==> config.mk <==
export PLATFORM = sky130hd
export DESIGN_NAME = i2c_bit_tx_flat
export DESIGN_NICKNAME = d
export VERILOG_FILES = /design/src/rtl/i2c_bit_tx_if.sv /design/src/rtl/i2c_bit_tx.sv /design/src/flat_wrapper.sv
export SDC_FILE = /design/constraint.sdc
export NUM_CORES = 1
export LEC_CHECK = 0
export ABC_AREA = 1
export CORE_ASPECT_RATIO = 1.5
export CORE_UTILIZATION = 45
export DETAILED_ROUTE_END_ITERATION = 10
export HOLD_SLACK_MARGIN = 0.15
export PLACE_DENSITY = 0.63
export SLEW_MARGIN = 30
export SYNTH_ARGS = -nofsm -noshare
export SYNTH_HDL_FRONTEND = slang
export SYNTH_SLANG_ARGS = --single-unit
==> constraint.sdc <==
create_clock -name clk -period 1.6 [get_ports clk]
set_input_delay 0.32 -clock clk [delete_from_list [all_inputs] [get_ports clk]]
set_output_delay 0.32 -clock clk [all_outputs]
set_load 0.02 [all_outputs]
==> src/rtl/i2c_bit_tx_if.sv <==
// rtl/i2c_bit_tx_if.sv - command/response and open-drain line bundle for the I2C bit driver
interface i2c_bit_tx_if;
    logic       cmd_valid;
    logic       cmd_ready;
    logic [1:0] cmd;
    logic       cmd_wdata;
    logic       scl_i;
    logic       sda_i;
    logic       scl_oe;
    logic       sda_oe;
    logic       rsp_valid;
    logic       rsp_rdata;
    logic       arb_lost;
    logic       cmd_err;
    logic       busy;

    // Byte controller and pad side: issues commands, returns filtered line levels
    modport master (
        output cmd_valid, cmd, cmd_wdata, scl_i, sda_i,
        input  cmd_ready, scl_oe, sda_oe, rsp_valid, rsp_rdata, arb_lost, cmd_err, busy
    );

    // Bit driver side
    modport slave (
        input  cmd_valid, cmd, cmd_wdata, scl_i, sda_i,
        output cmd_ready, scl_oe, sda_oe, rsp_valid, rsp_rdata, arb_lost, cmd_err, busy
    );
endinterface

==> src/rtl/i2c_bit_tx.sv <==
// rtl/i2c_bit_tx.sv - I2C bit-level driver: START/STOP/WRITE/READ to open-drain enables
module i2c_bit_tx #(
    parameter int T_LOW  = 5,
    parameter int T_HIGH = 5,
    parameter int T_SU   = 3,
    parameter int T_HD   = 3,
    parameter int CW     = 8
) (
    input  logic         clk,
    input  logic         rst,
    i2c_bit_tx_if.slave  bus
);
    localparam logic [1:0] CMD_START = 2'b00;
    localparam logic [1:0] CMD_STOP  = 2'b01;
    localparam logic [1:0] CMD_WRITE = 2'b10;
    localparam logic [1:0] CMD_READ  = 2'b11;

    localparam logic [CW-1:0] N_LOW  = CW'(T_LOW);
    localparam logic [CW-1:0] N_HIGH = CW'(T_HIGH);
    localparam logic [CW-1:0] N_SU   = CW'(T_SU);
    localparam logic [CW-1:0] N_HD   = CW'(T_HD);
    localparam logic [CW-1:0] ONE    = CW'(1);

    // S_LOW/S_WAIT/S_SU form the repeated-START approach before S_SDA
    typedef enum logic [3:0] {
        IDLE, HOLD, S_LOW, S_WAIT, S_SU, S_SDA,
        BIT_LOW, BIT_WAIT, BIT_HIGH,
        P_LOW, P_WAIT, P_SU, P_FREE
    } state_t;

    state_t        state, state_n;
    logic [CW-1:0] count, count_n;
    logic          scl_q, scl_n;
    logic          sda_q, sda_n;
    logic          rsp_valid_q, rsp_valid_n;
    logic          rsp_rdata_q, rsp_rdata_n;
    logic          arb_q, arb_n;
    logic          err_q, err_n;
    logic          bit_rd, bit_rd_n;
    logic          ready;
    logic          accept;

    assign ready         = (state == IDLE) || (state == HOLD);
    assign accept        = bus.cmd_valid && ready;
    assign bus.cmd_ready = ready;
    assign bus.scl_oe    = scl_q;
    assign bus.sda_oe    = sda_q;
    assign bus.rsp_valid = rsp_valid_q;
    assign bus.rsp_rdata = rsp_rdata_q;
    assign bus.arb_lost  = arb_q;
    assign bus.cmd_err   = err_q;
    assign bus.busy      = (state != IDLE);

    // Next state, phase counter and next values of every registered output
    always_comb begin
        state_n     = state;
        count_n     = count;
        scl_n       = scl_q;
        sda_n       = sda_q;
        rsp_valid_n = 1'b0;
        rsp_rdata_n = rsp_rdata_q;
        arb_n       = 1'b0;
        err_n       = 1'b0;
        bit_rd_n    = bit_rd;
        case (state)
            IDLE: begin
                if (accept) begin
                    count_n = ONE;
                    if (bus.cmd == CMD_START) begin
                        sda_n   = 1'b1;
                        state_n = S_SDA;
                    end else if (bus.cmd != CMD_STOP) begin
                        err_n = 1'b1;
                    end
                end
            end
            HOLD: begin
                if (accept) begin
                    count_n = ONE;
                    case (bus.cmd)
                        CMD_START: begin sda_n = 1'b0; state_n = S_LOW; end
                        CMD_STOP:  begin sda_n = 1'b1; state_n = P_LOW; end
                        CMD_WRITE: begin sda_n = ~bus.cmd_wdata; bit_rd_n = 1'b0; state_n = BIT_LOW; end
                        default:   begin sda_n = 1'b0; bit_rd_n = 1'b1; state_n = BIT_LOW; end
                    endcase
                end
            end
            S_LOW, BIT_LOW, P_LOW: begin
                if (count == N_LOW) begin
                    count_n = ONE;
                    scl_n   = 1'b0;
                    state_n = (state == S_LOW) ? S_WAIT : (state == BIT_LOW) ? BIT_WAIT : P_WAIT;
                end else begin
                    count_n = count + ONE;
                end
            end
            // Clock stretching: counter frozen until SCL is really high
            S_WAIT, BIT_WAIT, P_WAIT: begin
                if (bus.scl_i) begin
                    count_n = ONE;
                    state_n = (state == S_WAIT) ? S_SU : (state == BIT_WAIT) ? BIT_HIGH : P_SU;
                end
            end
            S_SU: begin
                if (count == N_SU) begin
                    count_n = ONE;
                    sda_n   = 1'b1;
                    state_n = S_SDA;
                end else begin
                    count_n = count + ONE;
                end
            end
            S_SDA: begin
                if (count == N_HD) begin
                    count_n = ONE;
                    scl_n   = 1'b1;
                    state_n = HOLD;
                end else begin
                    count_n = count + ONE;
                end
            end
            BIT_HIGH: begin
                if (!bit_rd && !sda_q && !bus.sda_i) begin
                    count_n = ONE;
                    arb_n   = 1'b1;
                    scl_n   = 1'b0;
                    sda_n   = 1'b0;
                    state_n = IDLE;
                end else if (count == N_HIGH) begin
                    count_n     = ONE;
                    rsp_rdata_n = bus.sda_i;
                    rsp_valid_n = 1'b1;
                    scl_n       = 1'b1;
                    state_n     = HOLD;
                end else begin
                    count_n = count + ONE;
                end
            end
            P_SU: begin
                if (count == N_SU) begin
                    count_n = ONE;
                    sda_n   = 1'b0;
                    state_n = P_FREE;
                end else begin
                    count_n = count + ONE;
                end
            end
            P_FREE: begin
                if (count == N_HD) begin
                    count_n = ONE;
                    state_n = IDLE;
                end else begin
                    count_n = count + ONE;
                end
            end
            default: begin
                count_n = ONE;
                scl_n   = 1'b0;
                sda_n   = 1'b0;
                state_n = IDLE;
            end
        endcase
    end

    // State, counter and output registers; reset releases both lines immediately
    always_ff @(posedge clk) begin
        if (!rst) begin
            state       <= IDLE;
            count       <= ONE;
            scl_q       <= 1'b0;
            sda_q       <= 1'b0;
            rsp_valid_q <= 1'b0;
            rsp_rdata_q <= 1'b0;
            arb_q       <= 1'b0;
            err_q       <= 1'b0;
            bit_rd      <= 1'b0;
        end else begin
            state       <= state_n;
            count       <= count_n;
            scl_q       <= scl_n;
            sda_q       <= sda_n;
            rsp_valid_q <= rsp_valid_n;
            rsp_rdata_q <= rsp_rdata_n;
            arb_q       <= arb_n;
            err_q       <= err_n;
            bit_rd      <= bit_rd_n;
        end
    end
endmodule

==> src/flat_wrapper.sv <==
// flat-port wrapper written by rule: the top's interface ports become plain ports
module i2c_bit_tx_flat 
#(
    parameter int T_LOW  = 5,
    parameter int T_HIGH = 5,
    parameter int T_SU   = 3,
    parameter int T_HD   = 3,
    parameter int CW     = 8
)
  (clk, rst, bus_cmd_valid, bus_cmd, bus_cmd_wdata, bus_scl_i, bus_sda_i, bus_cmd_ready, bus_scl_oe, bus_sda_oe, bus_rsp_valid, bus_rsp_rdata, bus_arb_lost, bus_cmd_err, bus_busy);
  i2c_bit_tx_if bus_i ();
  input  logic clk;
  input  logic rst;
  input wire logic [$bits(bus_i.cmd_valid)-1:0] bus_cmd_valid;
  input wire logic [$bits(bus_i.cmd)-1:0] bus_cmd;
  input wire logic [$bits(bus_i.cmd_wdata)-1:0] bus_cmd_wdata;
  input wire logic [$bits(bus_i.scl_i)-1:0] bus_scl_i;
  input wire logic [$bits(bus_i.sda_i)-1:0] bus_sda_i;
  output wire logic [$bits(bus_i.cmd_ready)-1:0] bus_cmd_ready;
  output wire logic [$bits(bus_i.scl_oe)-1:0] bus_scl_oe;
  output wire logic [$bits(bus_i.sda_oe)-1:0] bus_sda_oe;
  output wire logic [$bits(bus_i.rsp_valid)-1:0] bus_rsp_valid;
  output wire logic [$bits(bus_i.rsp_rdata)-1:0] bus_rsp_rdata;
  output wire logic [$bits(bus_i.arb_lost)-1:0] bus_arb_lost;
  output wire logic [$bits(bus_i.cmd_err)-1:0] bus_cmd_err;
  output wire logic [$bits(bus_i.busy)-1:0] bus_busy;
  assign bus_i.cmd_valid = bus_cmd_valid;
  assign bus_i.cmd = bus_cmd;
  assign bus_i.cmd_wdata = bus_cmd_wdata;
  assign bus_i.scl_i = bus_scl_i;
  assign bus_i.sda_i = bus_sda_i;
  assign bus_cmd_ready = bus_i.cmd_ready;
  assign bus_scl_oe = bus_i.scl_oe;
  assign bus_sda_oe = bus_i.sda_oe;
  assign bus_rsp_valid = bus_i.rsp_valid;
  assign bus_rsp_rdata = bus_i.rsp_rdata;
  assign bus_arb_lost = bus_i.arb_lost;
  assign bus_cmd_err = bus_i.cmd_err;
  assign bus_busy = bus_i.busy;
  i2c_bit_tx #(.T_LOW(T_LOW), .T_HIGH(T_HIGH), .T_SU(T_SU), .T_HD(T_HD), .CW(CW)) u_core (.clk(clk), .rst(rst), .bus(bus_i));
endmodule
# Yosys cells after proc, flatten, opt, wreduce, memory -nomap -nowiden
# Index checks and enable logic that the tools add are counted.
classes:
  bitwise_logic: 9
  reduce_logical: 26
  addsub: 1
  n_eq_ne: 29
  muxes: 39
op_table:
  columns: ["cell", "count"]
  rows:
  - ["$mux W4", 14]
  - ["$mux W8", 5]
  - ["$pmux W8 S5", 1]
  - ["$pmux W4 S9", 1]
  - ["$eq A4 B4 Y1 const B", 5]
  - ["$ne A2 B1 Y1 const B", 10]
  - ["$eq A4 B3 Y1 const B", 4]
  - ["$reduce_or A8 Y1", 2]
  - ["$mux W1", 12]
  - ["$reduce_and A10 Y1", 1]
  - ["$not A1 Y1", 9]
  - ["$reduce_or A3 Y1", 3]
  - ["$add A8 B1 Y8 const B", 1]
  - ["$eq A4 B2 Y1 const B", 2]
  - ["$eq A8 B2 Y1 const B", 1]
  - ["$eq A8 B3 Y1 const B", 1]
  - ["$pmux W4 S2", 1]
  - ["$reduce_or A4 Y1", 2]
  - ["$reduce_and A7 Y1", 1]
  - ["$pmux W1 S6", 1]
  - ["$reduce_and A3 Y1", 2]
  - ["$eq A4 B1 Y1 const B", 1]
  - ["$logic_not A4 Y1", 1]
  - ["$ne A2 B2 Y1 const B", 2]
  - ["14 further kinds", 21]
totals:
  wordCells: 113
  reg_bits: 19
  in_bits: 8

# Depth between registers and ports, before layout
logic_depth:
  depth_word: 5
  depth_mapped: 12
  mapped_depth_nobuf: 11

# Worst setup path before layout
# Ideal clock, no wire load.
synth_path:
  path_kind: "register -> register"
  from: "register u_core.count[0]"
  to: "register u_core.state[0]"
  path_stages_with_launch: 11
  setup_slack_ns: 0.249
  setup_ns: 0.113
  arrival_time_ns: 1.238
  path_cell_list: "dfxtp_1 ha_1 nand2_1 inv_1 nand2_1 nand2_1 nand2_1 nor2_2 nand3_1 nand2_1 nor2_1"
synth_via:
  elab_chain_len: 3
synth_rtl:
  columns: ["element", "line_no", "source"]
  rows:
  - ["from (decl)", "i2c_bit_tx.sv:32", "logic [CW-1:0] count, count_n;"]
  - ["from (signal assigned)", "i2c_bit_tx.sv:179", "count <= count_n;"]
  - ["$eq A8 B3 Y1 / $eq A8 B2 Y1 (equally long branches)", null, null]
  - ["$ne A3 B1 Y1 (no source line) / $ne A2 B1 Y1 (equally long branches)", null, null]
  - ["$reduce_and A10 Y1 (no source line) (*)", null, null]
  - ["to (signal assigned)", "i2c_bit_tx.sv:178", "state <= state_n;"]
  - ["to (decl)", "i2c_bit_tx.sv:31", "state_t state, state_n;"]
# Every way passes the cells marked *; elsewhere a longest branch is shown, timed or not.
# A chain may end at the register's enable or synchronous reset.

# Worst setup path after layout
layout_path:
  from: "register u_core.sda_q, in the netlist u_core.bus.sda_oe"
  to: "output port bus_sda_oe"
layout_rtl:
  columns: ["element", "line_no", "source"]
  rows:
  - ["from (decl)", "i2c_bit_tx.sv:34", "logic sda_q, sda_n;"]
  - ["from (signal assigned)", "i2c_bit_tx.sv:181", "sda_q <= sda_n;"]
  - ["to (decl)", "flat_wrapper.sv:21", "output wire logic [$bits(bus_i.sda_oe)-1:0] bus_sda_oe;"]
# No word-level cell between the ends.

==> metrics <==
total number of nets in the final design 304; TritonCTS clock tree built; Filler Cells Inserted 308; cell with the largest stage delay on the worst path sky130_fd_sc_hd__clkdlybuf4s50_1; number of global-route vias before repair 1492; Cells after Synth approximately 250; number of pins with negative max-slew slack in the final report 0; Worst R2R Setup Slack around 0.12 ns; I/O Buffers 15; Worst IR Drop VDD 1.025 mV; CP cell instances clkdlybuf4s50_1; number of clock buffers inserted by TritonCTS 3; total nets after synthesis ~260; fraction of final layout cells sized beyond drive strength 1 0.2318; GRT overflow 0; worst endpoint required time 1.28 ns; CTS Buffer Depth 2; synthesis-stage register bit count 19; Clock Sink Count 19; cell family with the largest share of critical-path delay buffers and inverters; largest net degree at the start of global routing 11; number of vias per cell 4.835; startpoint of the worst register-to-register path u_core.state[3]$_SDFFE_PN0P_; I/O pin cnt 16; overall track demand over capacity in global routing 0.2300; top cells by area in the synthesized netlist sky130_fd_sc_hd__dfxtp_1 (26%), sky130_fd_sc_hd__nand2_1 (19%), sky130_fd_sc_hd__nor2_1 (12%); Finish-stage setup viols 0; initial DRC count 29; post-DR wirelength/cell 11.42 microns; setup skew after layout 0.005613 ns; least setup slack across all paths after layout roughly 0.046 ns; endpoint of the worst hold-timing path u_core.bus.rsp_rdata$_SDFFE_PN0P_; Total Die Area between 3000 and 4000 sq um; final non-filler cell total 328; result of the run finished clean; share of the synthesized area in the top cell type 0.2621; endpoint of the lowest-slack register-to-register path u_core.bus.scl_oe$_SDFFE_PN0P_; power density normalized to cell area around 1800 nW/um^2; number of warnings issued by yosys 0; Final Wtd Congestion approximately 0.99; Hold Path Origin u_core.bus.rsp_rdata$_SDFFE_PN0P_; Max-Slew Margin vs Limit 0.8138; total wire length around 3700 microns; antenna cell count 0; core area ~3000 sq um; DRC Markers 0; max-capacitance violation count 0; startpoint kind of the worst setup timing path flip-flop; top cell type by total area after synthesis sky130_fd_sc_hd__dfxtp_1; number of search-and-repair iterations in the first detailed-routing pass 4; CTS root buf sky130_fd_sc_hd__clkbuf_8; number of endpoints with negative hold slack in the final report 0; highest fanout seen on the critical path 3; highest clock rate between 600 and 700 MHz; Bufs and invs on worst path 1; RSZ-0062 raised after global routing yes; Avg Cell Area, Syn between 5 and 6 sq um; insertion delay to the later sink of the worst-skew pair ~0.26 ns; initial antenna violation count 0; vias after detailed routing around 1600; antenna viol nets, final 0; worst setup slack after placement -0.2814 ns; starting density of the core 0.4882; netlist area before placement 1451 sq um; number of distinct library cells after synthesis 27; overall power roughly 0.0036 W; clock transition at the register clock pins on the worst setup and hold paths after CTS about 0.07 ns; quantity of hold-fixing buffers added after cts 0; Die X between 40 and 50 microns; type of the worst min-delay path flip-flop to flip-flop; min Tclk post-route 1.554 ns; register area between 300 and 400 sq um; H-tree levels 1; number of placed instances with taps included between 300 and 400; crit end category primary output; portion of the post-synthesis area used by sequential elements 0.2621; half-perimeter wire length of the detailed placement result roughly 3000 microns; CP max stage delay around 0.61 ns; Least-Margin Pin Slew approximately 0.28 ns; type of the setup path with the least slack flip-flop to primary output; relative area change from synthesis to final layout 33.45%; multi-input gate area in the final layout slightly below 1000 sq um; cell depth of the worst hold path 2; Final period util 0.9712; vertical extent of the die a little over 70 microns; count of standard-cell rows 24; data arrival time at the worst-slack endpoint approximately 1.2 ns; global-route wire length before repair 6141 microns; r2r worst-path depth 10; Static Leak roughly 0.97 nW
per-stage QoR:
| stage | TNS, ns | utilization | area, sq um | hold WS (ns) |
|---|---|---|---|---|
| floorplan | 0 | - | 1451 | 0.4388 |
| global placement | -2.287 | 0.6044 | 1797 | 0.4475 |
| detailed placement | -2.682 | 0.6044 | 1797 | 0.4529 |
| CTS | 0 | 0.6221 | 1849 | 0.4640 |
| global route | -0.01750 | 0.6515 | 1937 | 0.5122 |
| finish | 0 | 0.6515 | 1937 | 0.4625 |
flip-flops by register name, indices dropped and copies added, names as in the netlist:
| name | count |
|---|---|
| u_core.bit_rd | 1 |
| u_core.bus.arb_lost | 1 |
| u_core.bus.cmd_err | 1 |
| u_core.bus.rsp_rdata | 1 |
| u_core.bus.rsp_valid | 1 |
| u_core.bus.scl_oe | 1 |
| u_core.bus.sda_oe | 1 |
| u_core.count | 8 |
| u_core.state | 4 |
cells in the mapped netlist:
cell type / instances
sky130_fd_sc_hd__nand3b_1: 1
sky130_fd_sc_hd__inv_4: 1
sky130_fd_sc_hd__nand2_1: 73
sky130_fd_sc_hd__o21bai_1: 1
sky130_fd_sc_hd__nor4_1: 1
sky130_fd_sc_hd__a21oi_1: 7
sky130_fd_sc_hd__nand2_4: 2
sky130_fd_sc_hd__buf_4: 2
sky130_fd_sc_hd__dfxtp_1: 19
sky130_fd_sc_hd__nor3_1: 3
sky130_fd_sc_hd__a21oi_2: 1
sky130_fd_sc_hd__a31oi_1: 1
sky130_fd_sc_hd__nand2_2: 2
sky130_fd_sc_hd__or2_2: 1
sky130_fd_sc_hd__inv_1: 34
sky130_fd_sc_hd__nand3_2: 2
sky130_fd_sc_hd__nor2_4: 2
sky130_fd_sc_hd__buf_6: 1
sky130_fd_sc_hd__nand3_1: 25
sky130_fd_sc_hd__inv_2: 2
sky130_fd_sc_hd__o21ai_0: 6
sky130_fd_sc_hd__ha_1: 6
sky130_fd_sc_hd__o211ai_1: 1
sky130_fd_sc_hd__nor2_2: 6
sky130_fd_sc_hd__nand4_1: 1
sky130_fd_sc_hd__nor2_1: 45
sky130_fd_sc_hd__xor2_1: 1
layout by cell type, fill, tap and decap left out, types with 2 or more instances in the layout:
cell type | Yosys | layout
sky130_fd_sc_hd__dlymetal6s2s_1 | 0 | 2
sky130_fd_sc_hd__dfxtp_2 | 0 | 5
sky130_fd_sc_hd__clkdlybuf4s50_1 | 0 | 11
sky130_fd_sc_hd__nand2_2 | 2 | 6
sky130_fd_sc_hd__inv_1 | 34 | 31
sky130_fd_sc_hd__nor2_1 | 45 | 42
sky130_fd_sc_hd__buf_4 | 2 | 25
sky130_fd_sc_hd__clkbuf_8 | 0 | 3
sky130_fd_sc_hd__o21ai_0 | 6 | 5
sky130_fd_sc_hd__a21oi_2 | 1 | 2
sky130_fd_sc_hd__dlygate4sd2_1 | 0 | 2
sky130_fd_sc_hd__ha_1 | 6 | 5
sky130_fd_sc_hd__dfxtp_1 | 19 | 14
sky130_fd_sc_hd__inv_2 | 2 | 5
sky130_fd_sc_hd__nand2_1 | 73 | 68
sky130_fd_sc_hd__nand3_1 | 25 | 25
sky130_fd_sc_hd__nor2_4 | 2 | 5
sky130_fd_sc_hd__nand2_4 | 2 | 3
sky130_fd_sc_hd__a21oi_1 | 7 | 6
sky130_fd_sc_hd__nor2_2 | 6 | 6
sky130_fd_sc_hd__nor3_1 | 3 | 3
report_power, final:
part	switching [W]	internal (W)
Combinational	0.00147	0.00104
Sequential	0.000122	0.000592
Clock	0.000163	0.000177
Total	0.00175	0.00181
final cells by class:
cell class,count,share of cell area
inverters,37,0.07300
clock buffers,4,0.02326
multi-input cells,188,0.4974
flip-flops and latches,19,0.1996
repair buffers,41,0.1815
well taps,39,0.02519
how the worst max path moves through the flow:
stage	endpoint	slack [ns]	cells after the start	from
after detailed placement	u_core.state[3]$_SDFFE_PN0P_	-0.28	11	bus_cmd[1]
after global placement	u_core.state[3]$_SDFFE_PN0P_	-0.26	11	bus_cmd[1]
final	bus_sda_oe	0.05	1	u_core.bus.sda_oe$_SDFFE_PN0P_
after CTS	u_core.state[2]$_SDFFE_PN0P_	0.02	9	bus_cmd[0]
after floorplan	u_core.state[0]$_SDFFE_PN0P_	0.25	10	u_core.count[0]$_SDFFE_PN1P_
after global routing	u_core.bus.scl_oe$_SDFFE_PN0P_	-0.02	10	u_core.state[3]$_SDFFE_PN0P_
routing by layer:
metal  GRT usage  wire, microns  vias to the layer above
met5           0              0                        -
met4      0.1275            138                        0
met3     0.02548             97                       14
met2      0.4476           2004                       34
met1      0.2350           1506                      687
li1            -              -                      851
logic make-up after synthesis:
group,Yosys count,share of synthesized area
AOI/OAI and AO/OA,17,0.06552
xor gates and xnor gates,1,0.006036
adders and majority gates,6,0.05172
buffers and inverters,40,0.1155
DFF,19,0.2621
and+or+nand+nor,164,0.4991
repair_timing:
item,in CTS,in global routing
endpoints found under the setup margin,6,16
pin swaps,0,6
gates resized for setup,6,24
buffers inserted,0,3
(Power assumes the default switching activity.)
==> patch 1 (same settings) <==
`CW` is set to 8 in 2 places; all go to 10.
--- a/src/rtl/i2c_bit_tx.sv
+++ b/src/rtl/i2c_bit_tx.sv
@@ -5,5 +5,5 @@
     parameter int T_SU   = 3,
     parameter int T_HD   = 3,
-    parameter int CW     = 8
+    parameter int CW     = 10
 ) (
     input  logic         clk,
--- a/src/flat_wrapper.sv
+++ b/src/flat_wrapper.sv
@@ -6,5 +6,5 @@
     parameter int T_SU   = 3,
     parameter int T_HD   = 3,
-    parameter int CW     = 8
+    parameter int CW     = 10
 )
   (clk, rst, bus_cmd_valid, bus_cmd, bus_cmd_wdata, bus_scl_i, bus_sda_i, bus_cmd_ready, bus_scl_oe, bus_sda_oe, bus_rsp_valid, bus_rsp_rdata, bus_arb_lost, bus_cmd_err, bus_busy);
Check against the original RTL: same outputs for any inputs over 10 cycles, from zero or initial values and one cycle with rst low; that may be too few to reach the edited logic, so the function may still have changed.
==> patch 1 against the original RTL <==
  * Critical path depth increased by 2
  * Final area barely moved
  * Die area increased by 3.1%
  * Routed wire length shrank 2.9%
  * Worst setup slack improved by 0.020 ns
  * Via count fell by 2.6%
  * Sequential cell count increased by 2
  * Total power is 8.9% higher
  * Area after synthesis rose by 3.2%
  * Clock skew is 0.0041 ns lower
  * Global-route usage fell by 0.94 points
  * Critical path type unchanged
  * Largest cell class unchanged
  * Largest power group unchanged
  * Highest routed layer unchanged
==> patch 1: results (changes against the original RTL) <==
- Status: completed
- Fraction of area in multi-input gates: 51.5% (+1.7 points)
- Vias per inst: 4.92 (+1.7%)
- Dpl cells: 310 (-3.4%)
- Rows: 25 (+4.2%)
- Nonclk inv count: 32 (-14%)
- Synth area leaders: dfxtp_1 28%, nand2_1 15%, nor2_1 11%
- DP Wirelength: 2.96 mm (-3.0%)
- Critical Path Sink: bus_busy
- Bufs w/o clock: 33 (-20%)
- Drt wl/cell: 11.6 um (+1.4%)
- Reg2reg start: u_core.state[2]
- Worst hold slack: 0.510 ns (+0.0476 ns)
- Routing usage on met1: 21.8% (-1.7 points)
- Met2 wire len: 2.03 mm (+1.3%)
- Slew @ Worst Pin: 0.359 ns (+0.0821 ns)
- Dpl cell area: 1830 um^2 (+1.7%)
- Cell variety after synth: 26 (-3.7%)
- Syn nets: 252 (-3.4%)
- Multi-input gate area: 996 um^2 (+3.4%)
- Reg area: 427 um^2 (+10%)
- List of most frequent post-synthesis cells: 58 x nand2_1, 45 x nor2_1, 25 x inv_1
- Post-CTS resize count: 4 (-2)
- Largest net degree at the start of global routing: 12 (+1)
- Leak: 0.907 nW (-6.8%)
- Share of cells above drive strength 1: 24.8% (+1.6 points)
- Layout fillers: 326 (+5.8%)
- CP arrival: 1.21 ns (-0.02 ns)
- Worst Hold End: u_core.bit_rd
- Sequential-to-total area share from yosys stat: 28.1% (+1.9 points)
- Vias in the first global route: 1459 (-2.2%)
- Met3 wire length: 47 um (-52%)
- Comb_multi_in: 184 (-2.1%)
- Initial DRC Count: 44 (+52%)
- Dpl ws: -0.214 ns (+0.0678 ns)
==> patch 1: cell count changes after synthesis, sizes merged, moves of 2 or more <==
cell / delta
nand3: -6
nand2: -7
dfxtp: +2
buf: -2
nor3: +3
o21ai: +7
inv: -6
==> patch 1: power by group <==
part	total, W	switching, W	internal (W)
registers	0.000780	0.000123	0.000657
logic	0.00274	0.00171	0.00103
clock network	0.000356	0.000179	0.000178
==> patch 1: critical path: stages (launching register included) <==
cell           delay [ns]
dfxtp_4              0.37
nor2_1               0.15
nand2_1              0.10
dlygate4sd2_1        0.33
==> patch 1: logic make-up (layout without fill, tap and decap cells) <==
group / after synthesis / count (layout) / synth area share (%)
xor gates and xnor gates: 1 / 1 / 0.585
buffers and inverters: 33 / 69 / 8.69
AOI/OAI and AO/OA: 27 / 27 / 10.0
and+or+nand+nor: 150 / 150 / 47.6
DFF: 21 / 21 / 28.1
adders and majority gates: 6 / 6 / 5.01
==> patch 2 (same settings) <==
Made on the original files. Reset style: asynchronous (`rst`), changed in one clocked block.
--- a/src/rtl/i2c_bit_tx.sv
+++ b/src/rtl/i2c_bit_tx.sv
@@ -164,5 +164,5 @@
 
     // State, counter and output registers; reset releases both lines immediately
-    always_ff @(posedge clk) begin
+    always_ff @(posedge clk or negedge rst) begin
         if (!rst) begin
             state       <= IDLE;
Function: differs if rst is asserted again (counterexample within 4 cycles, from zero or initial values and one cycle with rst low); with rst held inactive, the same outputs for 10 cycles.
==> patch 2 against the original RTL <==
  * The run now ends with design-rule violations, negative setup slack left
  * Count of clock-buffer cells in the layout unchanged
  * Routed wire length up 11%
  * Area after synthesis up 9.7%
  * Die area up 9.4%
  * Combinational power up 8.4%
  * Total power up 7.7%
  * Worst setup slack worse by 0.056 ns
  * Critical path type is now reg -> reg
  * Core utilization down 0.84 points
  * Sequential cell count unchanged
  * Fmax down 3.5%
  * Largest power group unchanged
  * Clock skew down 0.0041 ns
  * Register-to-register slack worse by 0.13 ns
  * Final area up 12%
==> patch 2: results (changes against the original RTL) <==
- Final Routed Wirelength: 4.15 mm (+11%)
- Worst Clk Skew: 0.00150 ns (-0.00411 ns)
- Synth async-reset ratio: 100% (+100 points)
- Syn nets: 244 (-6.5%)
- Slowest-stage cell, CP: dfstp_2
- Reg2reg start: u_core.count[0]
- Share of cells above drive strength 1: 33.0% (+9.8 points)
- Net Sw Frac: 50.1% (+0.78 points)
- Leak: 1.13 nW (+16%)
- Slew @ Worst Pin: 0.313 ns (+0.0359 ns)
- Met3 Usage GRT: 1.62% (-0.93 points)
- Combinational Power: 0.00272 W (+8.4%)
- Setup TNS: -0.0146 ns (-0.0146 ns)
- Synth Flop Type: dfrtp_1
- GRT met2 Usage: 47.6% (+2.8 points)
- Fin nets: 297 (-2.3%)
- Global-route wire length before repair: 6.71 mm (+9.2%)
- DP Wirelength: 3.37 mm (+10%)
- DRC: 1 (+1)
- Cell variety after synth: 34 (+26%)
- Largest regs: u_core.count (8), u_core.state (4)
- CP max stage delay: 0.58 ns (-0.03 ns)
- Final setup fails: 4 (+4)
- Dpl cell area: 2040 um^2 (+14%)
- Worst vdd ir: 1.24 mV (+21%)
- Met2 wire len: 2.39 mm (+19%)
- Compound-cell area share of the yosys netlist: 7.78% (+1.2 points)
- Layout Cells excl Fill: 324 (-1.2%)
- R2R cell count: 8 (-2)
- List of most frequent post-synthesis cells: 64 x nand2_1, 25 x nor2_1, 23 x inv_1
- CP arrival: 1.76 ns (+0.53 ns)
- Avg Cell Area, Syn: 6.93 um^2 (+18%)
- Max FO, Critical Path: 7 (+4)
- Initial DRC Count: 52 (+79%)
- Routing usage on met1: 23.9% (+0.41 points)
- Post-Synth XOR/XNOR Area: 1.10% (+0.50 points)
- Sequential-to-total area share from yosys stat: 29.9% (+3.7 points)
- Routed via count: 1673 (+5.5%)
- Reg2reg end: u_core.state[0]
- Total GRT Usage: 23.6% (+0.64 points)
- GP Congestion: 0.921 (-7.3%)
- Vias in the first global route: 1596 (+7.0%)
- Failing checks: design-rule violations, negative setup slack
- Delay-heaviest family, CP: flip-flops
- Synth area leaders: dfrtp_1 28%, nand2_1 15%, nand3_1 6.6%
- Sequential group power: 0.000775 W (+8.5%)
- Final worst slack: -0.00957 ns (-0.0557 ns)
- Hold Path Class: in -> async
- 1st-pass router iterations: 7 (+3)
- Status: finished with violations
- Dpl ws: -0.275 ns (+0.00674 ns)
- Largest net degree at the start of global routing: 20 (+9)
==> patch 2: cell type report <==
cell class              instances  area, um^2
fillers                       327        1210
multi-input cells             178        1070
flip-flops and latches         19         478
repair buffers                 49         402
inverters                      32         128
well taps                      42        52.6
clock buffers                   4        45.0
==> patch 2: worst max path at each step <==
| stage | startpoint | end | slack, ns | depth (start not counted) |
|---|---|---|---|---|
| 2_1_floorplan | u_core.count[0] | u_core.state[1] | 0.01 | 8 |
| 3_3_place_gp | bus_cmd[1] | u_core.bit_rd | -0.26 | 9 |
| 3_5_place_dp | bus_cmd[1] | u_core.bit_rd | -0.27 | 9 |
| 4_1_cts | u_core.count[0] | u_core.state[0] | -0.004 | 8 |
| 5_1_grt | u_core.count[0] | u_core.bus.scl_oe | -0.11 | 8 |
| 6_report | u_core.count[0] | u_core.state[0] | -0.01 | 8 |
==> patch 2: what timing repair did <==
item	in CTS	in global routing
endpoints found under the setup margin	8	17
setup buffers	1	0
cloned	0	0
pin swaps	6	9
gates resized for setup	16	20
